File: src/rtl/dmem_arbiter.sv
// dmem_arbiter: round-robin sharing of the byte-addressed data RAM between
// the CPU load/store port (0) and the debug/loader port (1). Each request is
// validated (type, alignment, range), halfword stores are split into two byte
// writes, loads can be zero-extended, and a registered response is returned.
module dmem_arbiter #(
   parameter int                    ADDR_WIDTH = 32,
   parameter int                    DATA_WIDTH = 32,
   parameter logic [ADDR_WIDTH-1:0] DMEM_BASE  = 32'h0000_1000,
   parameter logic [ADDR_WIDTH-1:0] DMEM_SIZE  = 32'h0000_1000
) (
   input  logic                    clk,
   input  logic                    rst_n,
   input  logic [1:0]              req_valid,
   output logic [1:0]              req_ready,
   input  logic [1:0]              req_we,
   input  logic [3:0]              req_type,
   input  logic [1:0]              req_uns,
   input  logic [2*ADDR_WIDTH-1:0] req_addr,
   input  logic [2*DATA_WIDTH-1:0] req_wdata,
   output logic [1:0]              rsp_valid,
   input  logic [1:0]              rsp_ready,
   output logic [DATA_WIDTH-1:0]   rsp_rdata,
   output logic                    rsp_err,
   output logic                    mem_we,
   output logic [1:0]              mem_type,
   output logic [ADDR_WIDTH-1:0]   mem_a,
   output logic [DATA_WIDTH-1:0]   mem_wd,
   input  logic [DATA_WIDTH-1:0]   mem_rd,
   output logic                    busy
);

   typedef enum logic [1:0] {IDLE, ACC0, ACC1, RESP} state_t;

   localparam logic [1:0] T_WORD = 2'b00;
   localparam logic [1:0] T_BYTE = 2'b01;
   localparam logic [1:0] T_HALF = 2'b10;
   localparam logic [1:0] T_ILL  = 2'b11;

   // Range limits carried one bit wider so an address near the top of the
   // address space cannot wrap around into the legal window.
   localparam logic [ADDR_WIDTH:0] LIM_LO = {1'b0, DMEM_BASE};
   localparam logic [ADDR_WIDTH:0] LIM_HI = {1'b0, DMEM_BASE} + {1'b0, DMEM_SIZE}
                                            - {{ADDR_WIDTH{1'b0}}, 1'b1};

   state_t                  state;
   logic                    last_grant;
   logic                    owner;
   logic                    l_we;
   logic [1:0]              l_type;
   logic                    l_uns;
   logic [ADDR_WIDTH-1:0]   l_addr;
   logic [7:0]              l_hi;

   logic                    win;
   logic                    grant;
   logic                    w_we;
   logic [1:0]              w_type;
   logic                    w_uns;
   logic [ADDR_WIDTH-1:0]   w_addr;
   logic [DATA_WIDTH-1:0]   w_wdata;
   logic [ADDR_WIDTH:0]     w_last;
   logic [ADDR_WIDTH:0]     nbytes_m1;
   logic                    w_err;

   // Place a byte in the low lane of a RAM write word.
   function automatic logic [DATA_WIDTH-1:0] zext8(input logic [7:0] b);
      return {{(DATA_WIDTH-8){1'b0}}, b};
   endfunction

   // Apply optional zero-extension to the RAM's sign-extended read data.
   function automatic logic [DATA_WIDTH-1:0] load_ext(input logic [DATA_WIDTH-1:0] rd,
                                                      input logic [1:0] typ,
                                                      input logic uns);
      logic [DATA_WIDTH-1:0] r;
      r = rd;
      if (uns && typ == T_BYTE) r = {{(DATA_WIDTH-8){1'b0}}, rd[7:0]};
      if (uns && typ == T_HALF) r = {{(DATA_WIDTH-16){1'b0}}, rd[15:0]};
      return r;
   endfunction

   // Winner selection: a lone requester wins, contention goes to the port
   // that was not granted last.
   always_comb begin
      win = 1'b0;
      case (req_valid)
         2'b01:   win = 1'b0;
         2'b10:   win = 1'b1;
         2'b11:   win = ~last_grant;
         default: win = 1'b0;
      endcase
   end

   assign grant     = (state == IDLE) && (req_valid != 2'b00);
   assign req_ready = grant ? (win ? 2'b10 : 2'b01) : 2'b00;
   assign busy      = (state != IDLE);

   // Mux the winning port's request fields and classify it as legal or not.
   always_comb begin
      w_we      = win ? req_we[1]   : req_we[0];
      w_type    = win ? req_type[3:2] : req_type[1:0];
      w_uns     = win ? req_uns[1]  : req_uns[0];
      w_addr    = win ? req_addr[ADDR_WIDTH +: ADDR_WIDTH]   : req_addr[0 +: ADDR_WIDTH];
      w_wdata   = win ? req_wdata[DATA_WIDTH +: DATA_WIDTH] : req_wdata[0 +: DATA_WIDTH];
      nbytes_m1 = '0;
      case (w_type)
         T_WORD:  nbytes_m1 = {{(ADDR_WIDTH-1){1'b0}}, 2'd3};
         T_HALF:  nbytes_m1 = {{(ADDR_WIDTH-1){1'b0}}, 2'd1};
         default: nbytes_m1 = '0;
      endcase
      w_last = {1'b0, w_addr} + nbytes_m1;
      w_err  = (w_type == T_ILL)
             | ((w_type == T_WORD) && (w_addr[1:0] != 2'b00))
             | ((w_type == T_HALF) && w_addr[0])
             | ({1'b0, w_addr} < LIM_LO)
             | (w_last > LIM_HI);
   end

   // Access sequencer: accept, drive the RAM for one or two cycles, then hold
   // the response until the owning port consumes it.
   always_ff @(posedge clk or negedge rst_n) begin
      if (!rst_n) begin
         state      <= IDLE;
         last_grant <= 1'b1;
         owner      <= 1'b0;
         l_we       <= 1'b0;
         l_type     <= T_WORD;
         l_uns      <= 1'b0;
         l_addr     <= '0;
         l_hi       <= '0;
         rsp_valid  <= 2'b00;
         rsp_rdata  <= '0;
         rsp_err    <= 1'b0;
         mem_we     <= 1'b0;
         mem_type   <= T_WORD;
         mem_a      <= '0;
         mem_wd     <= '0;
      end else begin
         case (state)
            IDLE: begin
               if (grant) begin
                  last_grant <= win;
                  owner      <= win;
                  l_we       <= w_we;
                  l_type     <= w_type;
                  l_uns      <= w_uns;
                  l_addr     <= w_addr;
                  l_hi       <= w_wdata[15:8];
                  rsp_rdata  <= '0;
                  rsp_err    <= w_err;
                  if (w_err) begin
                     state     <= RESP;
                     rsp_valid <= win ? 2'b10 : 2'b01;
                  end else begin
                     // Outputs are registered, so the first RAM cycle is set up here.
                     state    <= ACC0;
                     mem_a    <= w_addr;
                     mem_we   <= w_we;
                     mem_type <= (w_we && w_type == T_HALF) ? T_BYTE : w_type;
                     if (w_we)
                        mem_wd <= (w_type == T_WORD) ? w_wdata : zext8(w_wdata[7:0]);
                  end
               end
            end
            ACC0: begin
               if (l_we && l_type == T_HALF) begin
                  state  <= ACC1;
                  mem_a  <= l_addr + {{(ADDR_WIDTH-1){1'b0}}, 1'b1};
                  mem_wd <= zext8(l_hi);
               end else begin
                  state     <= RESP;
                  mem_we    <= 1'b0;
                  rsp_valid <= owner ? 2'b10 : 2'b01;
                  if (!l_we)
                     rsp_rdata <= load_ext(mem_rd, l_type, l_uns);
               end
            end
            ACC1: begin
               state     <= RESP;
               mem_we    <= 1'b0;
               rsp_valid <= owner ? 2'b10 : 2'b01;
            end
            RESP: begin
               if (rsp_ready[owner]) begin
                  state     <= IDLE;
                  rsp_valid <= 2'b00;
               end
            end
            default: state <= IDLE;
         endcase
      end
   end

endmodule
File: config.mk
export PLATFORM = sky130hd
export DESIGN_NAME = dmem_arbiter
export DESIGN_NICKNAME = d
export VERILOG_FILES = /design/src/rtl/dmem_arbiter.sv
export SDC_FILE = /design/constraint.sdc
export NUM_CORES = 1
export LEC_CHECK = 0
export ABC_AREA = 1
export BUFFER_PORTS_ARGS = -buffer_cell sky130_fd_sc_hd__clkbuf_2
export CAP_MARGIN = 20
export CELL_PAD_IN_SITES_DETAIL_PLACEMENT = 0
export CELL_PAD_IN_SITES_GLOBAL_PLACEMENT = 1
export CORE_MARGIN = 5
export CORE_UTILIZATION = 40
export CTS_CLUSTER_SIZE = 20
export DETAILED_ROUTE_END_ITERATION = 8
export MAX_ROUTING_LAYER = met4
export PLACE_DENSITY = 0.88
export SYNTH_ARGS = -nofsm -noshare
export SYNTH_HDL_FRONTEND = slang
export SYNTH_SLANG_ARGS = --single-unit
export TNS_END_PERCENT = 20
File: constraint.sdc
create_clock -name clk -period 7.01 [get_ports clk]
set_clock_uncertainty 0.15 [all_clocks]
set_input_delay 1.402 -clock clk [delete_from_list [all_inputs] [get_ports clk]]
set_output_delay 1.402 -clock clk [all_outputs]
set_load 0.005 [all_outputs]
======== After elaboration in Yosys (flattened, before gate mapping) ========
Index checks and enable logic that the tools add are counted.
W data, S select, Z words.
storage, ports and cells
  logic and storage cells ................. 107
  output and inout port bits .............. 105
  register bits ........................... 150
  input port bits ......................... 174
cells by class
  equal/unequal tests ..................... 17
  bitwise logic cells ..................... 6
  add/subtract/negate cells ............... 2
  reduce and logical (&&, ||, !) cells .... 22
  muxes and demuxes ....................... 42
  $lt $le $gt $ge ......................... 3
operator list
  operator                 count
  $mux W32                 15
  $pmux W32 S2             3
  $add A32 B33 Y33         1
  $gt A33 B13 Y1 const B   1
  $add A32 B1 Y32 const B  1
  $lt A32 B13 Y1 const B   1
  $mux W2                  11
  $ne A2 B2 Y1 const B     8
  $pmux W2 S4              2
  $reduce_and A4 Y1        4
  $eq A2 B2 Y1 const B     7
  $mux W1                  8
  $reduce_bool A2 Y1       4
  $logic_and A1 B1 Y1      7
  $reduce_and A5 Y1        1
  $eq A2 B1 Y1 const B     2
  $logic_not A2 Y1         2
  $or A1 B1 Y1             4
  $pmux W2 S2              1
  $reduce_and A2 Y1        2
  $pmux W1 S3              1
  $reduce_and A3 Y1        1
  $reduce_bool A3 Y1       1
  $lt A1 B2 Y1 const B     1
  2 further kinds          3

======== Depth between registers and ports, before layout ========
  depth after elaboration ................. 12
  depth in mapped cells ................... 28
  depth with buffers taken out ............ 26

======== Worst setup path before layout ========
No wires, ideal clock.
  kind .................................... input port to flip-flop
  start ................................... input req_valid[1]
  end ..................................... register mem_wd[10]
  path buffers ............................ 3
  data required time ...................... 6.743 ns
  library setup time ...................... 0.117 ns
  stages on the path ...................... 27
  setup slack ............................. 2.520 ns
  arrival ................................. 4.223 ns
  cell sequence ........................... buf_4 nand2_4 inv_2 or2_2 o21ai_1 inv_1 nor2_1 ha_1 inv_1 nand2_1 nand3_1 nor2_1 nand2_1 nor2_2 nand3_1 nand2_1 nand2_1 inv_2 nand2_1 nor2_1 nand4_1 nand2_1 buf_6 nand3_4 buf_6 nand2_1 nand2_1
on the way
  longest elaborated chain between the ends .. 11
  elaborated cells between the ends (all ways) .. 32
  those cells by class .................... add/sub (1); order compare (2); eq/ne (7); mux (11); bitwise (4); reduce/logical (7)
ends and longest elaborated chain
  what                                                       line  source
  from (decl)                                                13    input logic [1:0] req_valid,
  branches (longest 11 deep; another with $add A32 B33 Y33)  --
  to (signal assigned)                                       160   mem_wd <= (w_type == T_WORD) ? w_wdata : zext8(w_wdata[7:0]);
  to (signal assigned)                                       168   mem_wd <= zext8(l_hi);
  to (decl)                                                  27    output logic [DATA_WIDTH-1:0] mem_wd,
Parallel ways; which one is timed is not known. The select of a mux whose other input is x is not followed.
A chain may end at the register's enable or synchronous reset.

======== Final worst setup path ========
  start ................................... input req_valid[0]
  end ..................................... register mem_wd[2]
on the way
  longest elaborated chain between the ends .. 11
  elaborated cells between the ends (all ways) .. 32
  those cells by class .................... add/sub (1); order compare (2); eq/ne (7); mux (11); bitwise (4); reduce/logical (7)
ends and longest elaborated chain
  what
  branches (longest 11 deep; another with $add A32 B33 Y33)
Parallel ways; which one is timed is not known. The select of a mux whose other input is x is not followed.

==> impl_metrics.yaml <==
clock_tree:
  cts-root-buf: "clkbuf_16"
  clock_sinks: 150
  cts.clk_slew.worst_paths_ns: 0.07
  cts_made_buffers: 17
  h-tree-depth: 4
  clock_path_buffers: 2
  ctsHoldBuffers: 0
  cts_tree: "yes"
  cts.repair.resized: 0
  clk-insertion-delay-late_ns: 0.43
  cts_setup_buffers: 0
floorplanning:
  die_width_um: 164.4
  start_util: 0.4064
  row_count: 56
  core-area_sq_mm: 0.02347
  die_y_um: 164.4
  dieArea_sq_mm: 0.02704
  ios: 279
pwr:
  clkPwrFrac: 0.206
  p_seq_frac: 0.332
  switching_power_uw: 2070
  pwr_density_cell_mw_per_mm2: 387.7
  p_sw_frac: 0.4551
  p_comb_frac: 0.462
  p_int_uw: 2478
  peakVddDrop_mv: 0.3610
  p_leak_uw: 0.006250
yosys:
  yosysWarnings: 0
  avgSynthCellArea_sq_um: 6.828
  synth_flop_cell: "dfrtp_1"
  ys_seq_area_frac: 0.3936
  yosys-top-cells-count: "474 x nand2_1, 149 x dfrtp_1, 131 x inv_1"
  synth.area.top_cells: "dfrtp_1 39%, nand2_1 19%, o21ai_0 5.4%"
  yosysTopAreaCell: "dfrtp_1"
  synth_cells: 1397
  synth_nets: 1579
  yosysUniqueCellTypes: 39
  syn_area_sq_mm: 0.009539
  postSynth.asyncResetShare: 1.000
  synth_edf_count: 0
  post-synth-top-count-cell: "nand2_1"
  ys_seq_elements: 150
  netlist.area_leader.share: 0.3909
global_route:
  grt_overflow: 0
  gr-usage-all-layers: 0.2324
  grt_pass1_vias: 9191
  grt_pass1_wl_um: 48850
  grt_max_degree: 97
  antenna_found_initial: 0
routing:
  wl_um: 31120
  firstDrtPassIters: 7
  drc_errors: 0
  antenna_left: 0
  drtIter0Drc: 864
  wire_per_inst_um: 15.80
  via_count: 9903
  routed_via_density: 5.029
sta:
  slew_headroom: 0.3809
  timing.final.crit_share: 0.8588
  period_minus_slack_ns: 6.020
  layout_setup_ws_ns: 0.9895
  hold_viol: 0
  worstMarginPinSlew_ns: 0.9286
  setup_tns_ns: 0
  finalSetupViolations: 0
  slew_violations: 0
  rsz0062_at_grt: "false"
  fmax_mhz: 166.1
place:
  io_buffers: 278
  hpwl_um: 24150
  pre_cts_slack_ns: 0.5512
  placed_cell_area_sq_mm: 0.01108
  gp_routability_congestion: 0.9559
  placed_cells: 1935
layout:
  instances_no_fill: 1969
  layout.nets: 1819
  antenna_cells: 0
  areaGrowthSynthToFinish_pct: 22.98
  post-route-cell-area_sq_mm: 0.01173
  layout-drive-gt1-share: 0.2182
setup_path:
  critical_path.max_fanout: 44
  endpoint_kind: "flop"
  critPathArrivalTime_ns: 6.18
  crit_path_start_kind: "input port"
  crit_type: "in2reg"
  critical_path_required_ns: 7.17
job:
  drv_cap: 0
run_status:
  status: "completed"
min_path:
  hp-class: "reg2reg"
## layout make-up
class                   instances  area [sq um]
fillers                      2404         11740
well taps                     319         399.1
repair buffers                290          1513
flip-flops and latches        150          3755
clock buffers                  17         425.4
clock inverters                15         181.4
multi-input cells            1042          4947
inverters                     136         510.5
## cells by family after synthesis
kind of cell             Yosys count  synth area share
adder cells (fa/ha/maj)            8           0.01128
flip-flops                       150            0.3936
multiplexers                       8          0.008395
buffers and inverters            205           0.09037
XOR/XNOR                          22           0.02020
AND/OR/NAND/NOR                  806            0.3671
AO/OA/AOI/OAI                    198            0.1090
## cell usage in the layout, fill, tap and decap left out, types with 2 or more instances in the layout
cell type,count
a21oi_1,28
clkbuf_16,17
nor4_1,2
ha_1,7
nand2_2,5
xnor2_1,7
inv_6,2
buf_12,2
o21ai_0,101
nor2_2,14
o21ai_1,35
nand2_4,3
xor2_1,15
inv_8,7
buf_4,10
clkinv_8,2
o22ai_1,17
nand3b_1,17
nor2_4,3
a31oi_1,11
or2_2,4
dfrtp_1,149
nand2_1,474
nor2_1,110
inv_1,131
nand3_1,100
clkinvlp_4,3
mux2i_1,8
nor3_1,11
inv_2,4
clkbuf_2,277
nand4_1,61
## stage by stage
stage	hold WS, ns	util	power (uW)
final	0.3260	0.4998	4548
after floorplan	0.3030	-	2872
after global routing	0.3450	0.4998	4945
after global placement	0.3037	0.4722	3549
after detailed placement	0.3104	0.4722	3589
after CTS	0.3305	0.4981	4536
## flip-flops by register name, indices dropped and copies added (netlist names), 2 cells and up
name	count
mem_a	32
mem_type	2
state	2
rsp_rdata	32
l_addr	32
rsp_valid	2
mem_wd	32
l_hi	8
l_type	2
## power groups by stage
stage / Combinational, uW / Clock, uW / Sequential, uW
6_report: 2100 / 936 / 1510
5_1_grt: 2400 / 987 / 1560
4_1_cts: 2070 / 954 / 1510
3_5_place_dp: 2070 / 0 / 1520
3_3_place_gp: 2030 / 0 / 1520
2_1_floorplan: 1380 / 0 / 1490
## critical path, cell delays in order
cell and delay, ns:
clkbuf_2 0.14, nand2_4 0.26, nand2_4 0.49, inv_2 0.23, or2_2 0.32, o21ai_1 0.21
inv_1 0.13, nor2_1 0.30, ha_1 0.22, inv_1 0.04, nand2_1 0.11, nand3_1 0.11
nor2_1 0.16, nand2_1 0.13, nor2_2 0.23, nand4_1 0.12, nand2_1 0.09, nand2_1 0.05
nor2_1 0.15, nand4_1 0.10, nand2_1 0.10, buf_4 0.39, nand3_4 0.42, nand2_1 0.18
nand2_1 0.06
## per-layer routing
metal / vias to the layer above / wire length (um) / global-route usage
met2: 323 / 14130 / 0.3576
met3: 32 / 2056 / 0.03419
li1: 5019 / - / -
met1: 4529 / 14530 / 0.3284
met5: - / 0 / -
met4: 0 / 404 / 0.05104
## final timing paths
check                        startpoint           end  slack (ns)  depth (start not counted)
setup / recovery           req_valid[0]     mem_wd[2]        0.99                         25
hold / removal                mem_wd[1]     mem_wd[1]        0.33                          2
setup reg to reg             last_grant     mem_wd[2]        1.54                         24
hold reg to reg               mem_wd[1]     mem_wd[1]        0.33                          2
max in group asynchronous         rst_n  rsp_rdata[8]        4.59                          2
min in group asynchronous         rst_n     l_addr[9]        0.92                          1
Note: power is estimated with default switching activity, not from simulation.
